<file path="config.mk">
export PLATFORM = sky130hd
export DESIGN_NAME = reorder_queue
export DESIGN_NICKNAME = d
export VERILOG_FILES = /design/src/rtl/reorder_queue.sv
export SDC_FILE = /design/constraint.sdc
export NUM_CORES = 2
export LEC_CHECK = 0
export ABC_AREA = 0
export BUFFER_PORTS_ARGS = -buffer_cell sky130_fd_sc_hd__buf_2
export CORE_ASPECT_RATIO = 1.1
export CORE_MARGIN = 1.5
export CORE_UTILIZATION = 45
export DETAILED_ROUTE_END_ITERATION = 10
export GPL_ROUTABILITY_DRIVEN = 0
export GPL_TIMING_DRIVEN = 0
export HOLD_SLACK_MARGIN = 0.06
export PLACE_DENSITY_LB_ADDON = 0.25
export SETUP_SLACK_MARGIN = 0.02
export SYNTH_ARGS = -nofsm -noshare
export SYNTH_HDL_FRONTEND = slang
export SYNTH_SLANG_ARGS = --single-unit
export TNS_END_PERCENT = 1
</file>
<file path="constraint.sdc">
create_clock -name CLOCK_50 -period 5.2 [get_ports CLOCK_50]
set_input_delay 0.26 -clock CLOCK_50 [delete_from_list [all_inputs] [get_ports CLOCK_50]]
set_output_delay 0.26 -clock CLOCK_50 [all_outputs]
set_load 0.01 [all_outputs]
</file>
<file path="src/rtl/reorder_queue.sv">
// Reorder queue: allocates entries at the tail, accepts out-of-order writebacks,
// retires strictly in order from the head, and flushes on a mispredicted head branch.
module reorder_queue #(
    parameter int unsigned DEPTH  = 32,
    parameter int unsigned DATA_W = 32,
    parameter int unsigned REG_W  = 5,
    localparam int unsigned IDX_W = $clog2(DEPTH)
) (
    input  logic              CLOCK_50,
    input  logic              RSTN_N,
    input  logic              alloc_valid,
    output logic              alloc_ready,
    input  logic [REG_W-1:0]  alloc_reg,
    input  logic [DATA_W-1:0] alloc_addr,
    input  logic              alloc_is_store,
    input  logic              alloc_is_branch,
    output logic [IDX_W-1:0]  alloc_idx,
    input  logic              wb_valid,
    input  logic [IDX_W-1:0]  wb_idx,
    input  logic [DATA_W-1:0] wb_value,
    input  logic              wb_mispredict,
    input  logic [IDX_W-1:0]  q_idx,
    output logic              q_done,
    output logic [DATA_W-1:0] q_value,
    output logic              commit_valid,
    input  logic              commit_ready,
    output logic [REG_W-1:0]  commit_reg,
    output logic [DATA_W-1:0] commit_value,
    output logic [DATA_W-1:0] commit_addr,
    output logic              commit_is_store,
    output logic              commit_is_branch,
    output logic              flush,
    output logic [IDX_W:0]    count
);

    logic [IDX_W-1:0]  head;
    logic [IDX_W-1:0]  tail;
    logic [DEPTH-1:0]  busy;
    logic [DEPTH-1:0]  done;
    logic [DEPTH-1:0]  mispredict;
    logic [DEPTH-1:0]  is_store;
    logic [DEPTH-1:0]  is_branch;
    logic [REG_W-1:0]  dst   [DEPTH];
    logic [DATA_W-1:0] addr  [DEPTH];
    logic [DATA_W-1:0] value [DEPTH];

    logic flush_pending;
    logic alloc_fire;
    logic commit_fire;
    logic wb_fire;
    logic q_bypass;

    // Handshake and status decode; all terms come from registered state or inputs.
    always_comb begin
        flush_pending = busy[head] & done[head] & mispredict[head];
        commit_valid  = busy[head] & done[head] & ~mispredict[head];
        alloc_ready   = (count != (IDX_W+1)'(DEPTH)) & ~flush_pending;
        alloc_fire    = alloc_valid & alloc_ready;
        commit_fire   = commit_valid & commit_ready;
        wb_fire       = wb_valid & busy[wb_idx] & ~done[wb_idx] & ~flush_pending;
        alloc_idx     = tail;
    end

    // Operand lookup with writeback bypass.
    always_comb begin
        q_bypass = wb_valid & (wb_idx == q_idx) & busy[q_idx];
        q_done   = q_bypass | done[q_idx];
        q_value  = '0;
        if (q_bypass) begin
            q_value = wb_value;
        end else if (done[q_idx]) begin
            q_value = value[q_idx];
        end
    end

    // Head entry presented for retirement, zeroed when not committable.
    always_comb begin
        commit_reg       = '0;
        commit_value     = '0;
        commit_addr      = '0;
        commit_is_store  = 1'b0;
        commit_is_branch = 1'b0;
        if (commit_valid) begin
            commit_reg       = dst[head];
            commit_value     = value[head];
            commit_addr      = addr[head];
            commit_is_store  = is_store[head];
            commit_is_branch = is_branch[head];
        end
    end

    // Control state: pointers, occupancy, per-entry status bits, flush pulse.
    always_ff @(posedge CLOCK_50 or negedge RSTN_N) begin
        if (!RSTN_N) begin
            head       <= '0;
            tail       <= '0;
            count      <= '0;
            busy       <= '0;
            done       <= '0;
            mispredict <= '0;
            flush      <= 1'b0;
        end else begin
            flush <= flush_pending;
            if (flush_pending) begin
                busy       <= '0;
                done       <= '0;
                mispredict <= '0;
                tail       <= head;
                count      <= '0;
            end else begin
                if (wb_fire) begin
                    done[wb_idx]       <= 1'b1;
                    mispredict[wb_idx] <= wb_mispredict & is_branch[wb_idx];
                end
                if (commit_fire) begin
                    busy[head] <= 1'b0;
                    done[head] <= 1'b0;
                    head       <= head + IDX_W'(1);
                end
                if (alloc_fire) begin
                    busy[tail]       <= 1'b1;
                    done[tail]       <= 1'b0;
                    mispredict[tail] <= 1'b0;
                    tail             <= tail + IDX_W'(1);
                end
                count <= count + (IDX_W+1)'(alloc_fire) - (IDX_W+1)'(commit_fire);
            end
        end
    end

    // Payload storage; only read when the owning entry is valid, so it needs no reset.
    always_ff @(posedge CLOCK_50) begin
        if (alloc_fire) begin
            dst[tail]       <= alloc_reg;
            addr[tail]      <= alloc_addr;
            is_store[tail]  <= alloc_is_store;
            is_branch[tail] <= alloc_is_branch;
        end
        if (wb_fire) begin
            value[wb_idx] <= wb_value;
        end
    end

endmodule

</file>
Word level (Yosys, flattened, before mapping)
Memory sizes are Yosys's and may differ from the RTL's.
Cells that the tools add are included.
{"block": "word_totals", "register_bits": 177, "mem_bits_rw": 2208, "inputBits": 87, "out_inout_bits": 118, "word_cells": 111, "memories": 3}
{"memory": "addr", "words": 32, "width": 32, "read_ports": 1, "rd_ports_with_merged_regs": 0, "write_ports": 1, "line": "44", "text": "logic [DATA_W-1:0] addr [DEPTH];"}
{"memory": "value", "words": 32, "width": 32, "read_ports": 2, "rd_ports_with_merged_regs": 0, "write_ports": 1, "line": "45", "text": "logic [DATA_W-1:0] value [DEPTH];"}
{"memory": "dst", "words": 32, "width": 5, "read_ports": 1, "rd_ports_with_merged_regs": 0, "write_ports": 1, "line": "43", "text": "logic [REG_W-1:0] dst [DEPTH];"}
{"block": "classes", "add_sub_neg": 4, "order_cmp": 7, "eq_ne": 2, "mux": 57, "n_bitwise": 24, "reduce_logical": 5}
{"op": "$mux 32", "n": 18}
{"op": "$and 32x32->32", "n": 4}
{"op": "$bwmux 32", "n": 3}
{"op": "$not 32->32", "n": 2}
{"op": "$or 32x32->32", "n": 2}
{"op": "$bmux 1 s5", "n": 10}
{"op": "$lt 5x6->1 const B", "n": 4}
{"op": "$mux 1", "n": 19}
{"op": "$demux 1 s5", "n": 3}
{"op": "$ge 5x1->1 const B", "n": 3}
{"op": "$mux 5", "n": 3}
{"op": "$and 1x1->1", "n": 12}
{"op": "$add 5x1->5 const B", "n": 2}
{"op": "$add 6x1->6", "n": 1}
{"op": "$mux 6", "n": 1}
{"op": "$ne 6x6->1 const B", "n": 1}
{"op": "$sub 6x1->6", "n": 1}
{"op": "$eq 5x5->1", "n": 1}
{"op": "$logic_and 1x1->1", "n": 3}
{"op": "$not 1->1", "n": 3}
{"op": "$reduce_and 2->1", "n": 1}
{"op": "$reduce_bool 2->1", "n": 1}
{"op": "$or 1x1->1", "n": 1}

Logic depth before layout (Yosys ltp)
{"block": "depth", "ltp_word": 14, "ltp_mapped": 20, "ltp_nobuf": 15}

Worst setup path after synthesis
OpenSTA, ideal clock, no wires.
{"block": "synth_timing", "path_type": "register to register", "startpoint": "register head[0]", "endpoint": "memory value[11][0] (enable)", "setup_ps": 502, "arrival_time_ps": 5150, "required_time_ps": 4698, "setup_slack_ps": -451, "path_stages_with_launch": 10, "path_buffers": 2, "period_less_slack_ps": 5651, "cell_sequence": "dfrtp_1 buf_6 mux4_2 a22oi_1 and4_1 a31oi_1 nand2_2 inv_2 buf_2 nor4_1"}
{"block": "synth_between", "elab_chain_len": 8, "elab_cells_between_ends": 12, "cone_classes": "8 x mux; 4 x bitwise"}
{"item": "start: declaration", "line": "36", "text": "logic [IDX_W-1:0] head;"}
{"item": "start signal: assignment", "line": "118", "text": "head <= head + IDX_W'(1);"}
{"item": "$bmux 1 s5", "line": "55", "text": "flush_pending = busy[head] & done[head] & mispredict[head];"}
{"item": "$mux 1 (implied by the code)", "line": "55"}
{"item": "$and 1x1->1", "line": "55"}
{"item": "$and 1x1->1 (*)", "line": "55"}
{"item": "$not 1->1 (no source line) (*)"}
{"item": "$and 1x1->1 (*)", "line": "60", "text": "wb_fire = wb_valid & busy[wb_idx] & ~done[wb_idx] & ~flush_pending;"}
{"item": "$mux 1 (*)", "line": "139", "text": "if (wb_fire) begin"}
{"item": "$mux 1 (implied by the code) (*)", "line": "140", "text": "value[wb_idx] <= wb_value;"}
{"item": "end: declaration", "line": "45"}
Mark *: on every way between the ends. The rest lies on a longest branch, timed or not. The select of a mux whose other input is x is not followed.

Worst setup path after layout
{"block": "layout_timing", "startpoint": "register head[4]", "endpoint": "output commit_value[10]"}
{"block": "layout_between", "elab_chain_len": 5, "elab_cells_between_ends": 11, "cone_classes": "7 x mux; 3 x bitwise; 1 x memory"}
{"item": "$bmux 1 s5", "line": "56", "text": "commit_valid = busy[head] & done[head] & ~mispredict[head];"}
{"item": "$mux 1 (implied by the code)", "line": "56"}
{"item": "$and 1x1->1 / $not 1->1 (equally long branches)", "line": "56"}
{"item": "$and 1x1->1", "line": "56"}
{"item": "$mux 32 (*)", "line": "83", "text": "if (commit_valid) begin"}
{"item": "end: declaration", "line": "28", "text": "output logic [DATA_W-1:0] commit_value,"}
Marks and branches as above.

==> results.toml <==
[sta]
drv_slew = 57
post-route-period-util_pct = 101
tightestPinTransition_ns = 1.61
finalWorstSetupSlack_ns = -0.0459
holdWs_ns = 0.138
skew_ns = 0.0594
period_needed_ns = 5.25
slew_headroom_pct = -7.49
setup_viol = 4
rsz0062_at_grt = "true"
max_freq_ghz = 0.191
hold_viol_final = 0

[global_route]
grt_pass1_wl_um = 486000
antenna_found_initial = 27
grt_max_degree = 72
grt-ovfl-total = 0
track_usage_pct = 31.1
grt_pass1_vias = 60200

[outcome]
violations = "max-capacitance violations, max-slew violations, negative setup slack"
outcome = "complete, but fails checks"

[logic_synthesis]
synth.avg_cell_area_um2 = 20.6
ys_ff_latch = 2385
synthXorXnorAreaFrac_pct = 0.129
synthAdderAreaFrac_pct = 0.216
synth-main-ff-cell = "edfxtp_1"
synth_compound_gate_area_share_pct = 3.48
yosys.area_share.simple_pct = 2.63
synthArstFlopShare_pct = 4.74
muxShareOfSynthArea_pct = 21.8
yosysWarnings = 0
synth_top_cell_by_area = "edfxtp_1"
synthesis.area_um2 = 102000
syn-instance-count = 4929
yosysUniqueCellTypes = 77
synth_nets = 5033
synth_top_family_by_area = "multiplexers"
yosysTopAreaCellShare_pct = 67.1
synth_area_leaders = "edfxtp_1, mux4_2, dfrtp_1, o22ai_1, mux2i_1"
synth-edff-count = 2272
ys_seq_area_share_pct = 69.8

[cells_and_area]
multiInputGateArea_um2 = 29300
final_cell_mix = "edfxtp_1, mux4_2, o22ai_1"
syn_to_final_growth_pct = 16.4
postLayoutCellArea_um2 = 118000
final_common_cell = "edfxtp_1"
final-seq-area_um2 = 71100
fin_nets = 5731
fin_cells = 8797
fin_util_pct = 52.9
layout-drive-gt1-share_pct = 34.6
fill_cells = 17500

[setup_path]
cp-start-kind = "register"
r2r-end = "count[5]"
worst-path-max-fanout = 11
worstRegToRegCells = 17
end_kind = "output port"
path_class = "reg2out"
cp.arrival_ns = 4.99
worstPathRequired_ns = 4.94
r2r-start = "head[0]"
crit_path_start = "head[4]"
reg2reg_slack_ns = 0.34

[pwr]
seqPwrFrac_pct = 38.5
p_clk_share_pct = 28.8
power_switching_w = 0.0203
p_leak_nw = 38.2
power.density_nw_per_um2 = 498
combPwrFrac_pct = 32.7
p_int_w = 0.0388
max-vdd-ir-drop_uv = 391
sw_frac_of_total_pct = 34.4

[routing]
route.detailed.drc = 0
routedWlPerCell_um = 40.9
drtIter0Drc = 10400
via_per_inst = 6.96
ant_nets = 0
num_vias = 61200
dr.pass1.iters = 6
drt_wl_total_um = 359000

[floorplan]
die-width_um = 456
num_rows = 182
top_level_ports = 205
fp.dieH_um = 502
die-area_um2 = 229000
start_util_pct = 45.4
coreArea_um2 = 224000

[place]
post-dp-hpwl_um = 243000
place.port_buffers = 198
dpl_cell_area_um2 = 110000
dp_cells = 8252

[clock_network]
clk_pin_slew_ns = 0.06
cts_max_level = 4
cts_tree = "done"
cts_num_sinks = 2385
cts-root-buf = "clkbuf_16"
clk_path_buf_depth = 3
numCtsBuffers = 237
clk_latency_ns = 0.92

[worst_hold_path]
worstHoldStart = "alloc_valid"
min_path_cells = 5
hold_path_class = "in2reg"
holdPathEnd = "alloc_idx[1]"

[run]
cap_violations = 5
## flip-flops by register name (all words and copies together), names as in the netlist, 6 cells and up
name,count
is_branch,32
busy,32
dst,160
mispredict,32
addr,1024
value,1024
done,32
count,6
is_store,32
## Yosys cell counts (all sizes together), types with 38 or more instances
| cell | instances |
|---|---|
| edfxtp | 2272 |
| mux4 | 923 |
| o22ai | 319 |
| nor2 | 213 |
| buf | 199 |
| clkbuf | 178 |
| dfrtp | 113 |
| mux2i | 102 |
| nand2 | 99 |
| or4 | 70 |
| nor3 | 43 |
| o31ai | 38 |
## logic make-up after synthesis
family | Yosys count
xor+xnor | 15
flops | 2385
buf+inv | 393
simple gates | 530
fa+ha+maj | 17
compound gates | 530
mux | 1059
## area by class of cell
class / count / share of cell area (%)
sequential: 2385 / 60.0
multi-input combinational: 2151 / 24.7
clock buffer: 295 / 5.26
timing repair buffer: 460 / 4.05
tap: 2944 / 3.11
buffer: 376 / 1.65
clock inverter: 152 / 1.16
inverter: 16 / 0.0507
antenna: 18 / 0.0380
## power by group through the flow
stage	logic (W)	registers (W)	clock network (W)
final	0.0193	0.0227	0.0170
after global routing	0.0198	0.0228	0.0178
after CTS	0.0190	0.0227	0.0170
after detailed placement	0.0188	0.0231	0
after global placement	0.0184	0.0231	0
after floorplan	0.0109	0.0228	0
## how the worst max path moves through the flow
stage,end,slack (ns),depth (start not counted)
after global routing,commit_value[31],-0.02,10
after detailed placement,q_value[4],-0.40,10
after global placement,busy[24],-5.74,9
after floorplan,addr[24][0],0.18,8
after CTS,commit_value[10],-0.05,8
final,commit_value[10],-0.05,8
## stage by stage
| step | power (W) | TNS, ns | worst slack [ns] |
|---|---|---|---|
| after global routing | 0.0604 | -0.0313 | -0.0206 |
| after global placement | 0.0416 | -7098.75 | -5.74 |
| final | 0.0590 | -0.0991 | -0.0459 |
| after floorplan | 0.0337 | 0 | 0.184 |
| after CTS | 0.0587 | -0.0537 | -0.0537 |
| after detailed placement | 0.0419 | -9.32 | -0.398 |
## layer usage
metal / part of all wire [%] / GRT usage, % / routed length [µm]
met5: 0.021 / 0 / 75
met4: 6.5 / 17.4 / 23500
met3: 12 / 7.90 / 42100
met2: 47 / 49.8 / 171000
met1: 34 / 38.9 / 123000
## critical path, cell delays in order (launching register included)
cell      delay, ns
dfrtp_1        0.39
clkbuf_1       0.59
nand2b_1       0.38
buf_2          0.65
buf_2          0.65
o22ai_1        0.12
or3_1          0.53
a211oi_2       0.52
buf_2          0.23
## repair_timing
| item | in CTS | in global routing |
|---|---|---|
| hold endpoints to repair | 2403 | 0 |
| setup endpoints to repair | 104 | 28 |
| pin swaps | 1 | 1 |
| setup buffers | 2 | 0 |
| resized for setup | 33 | 30 |
| hold buffers | 78 | 0 |
Power figures use the tool's default switching activity.
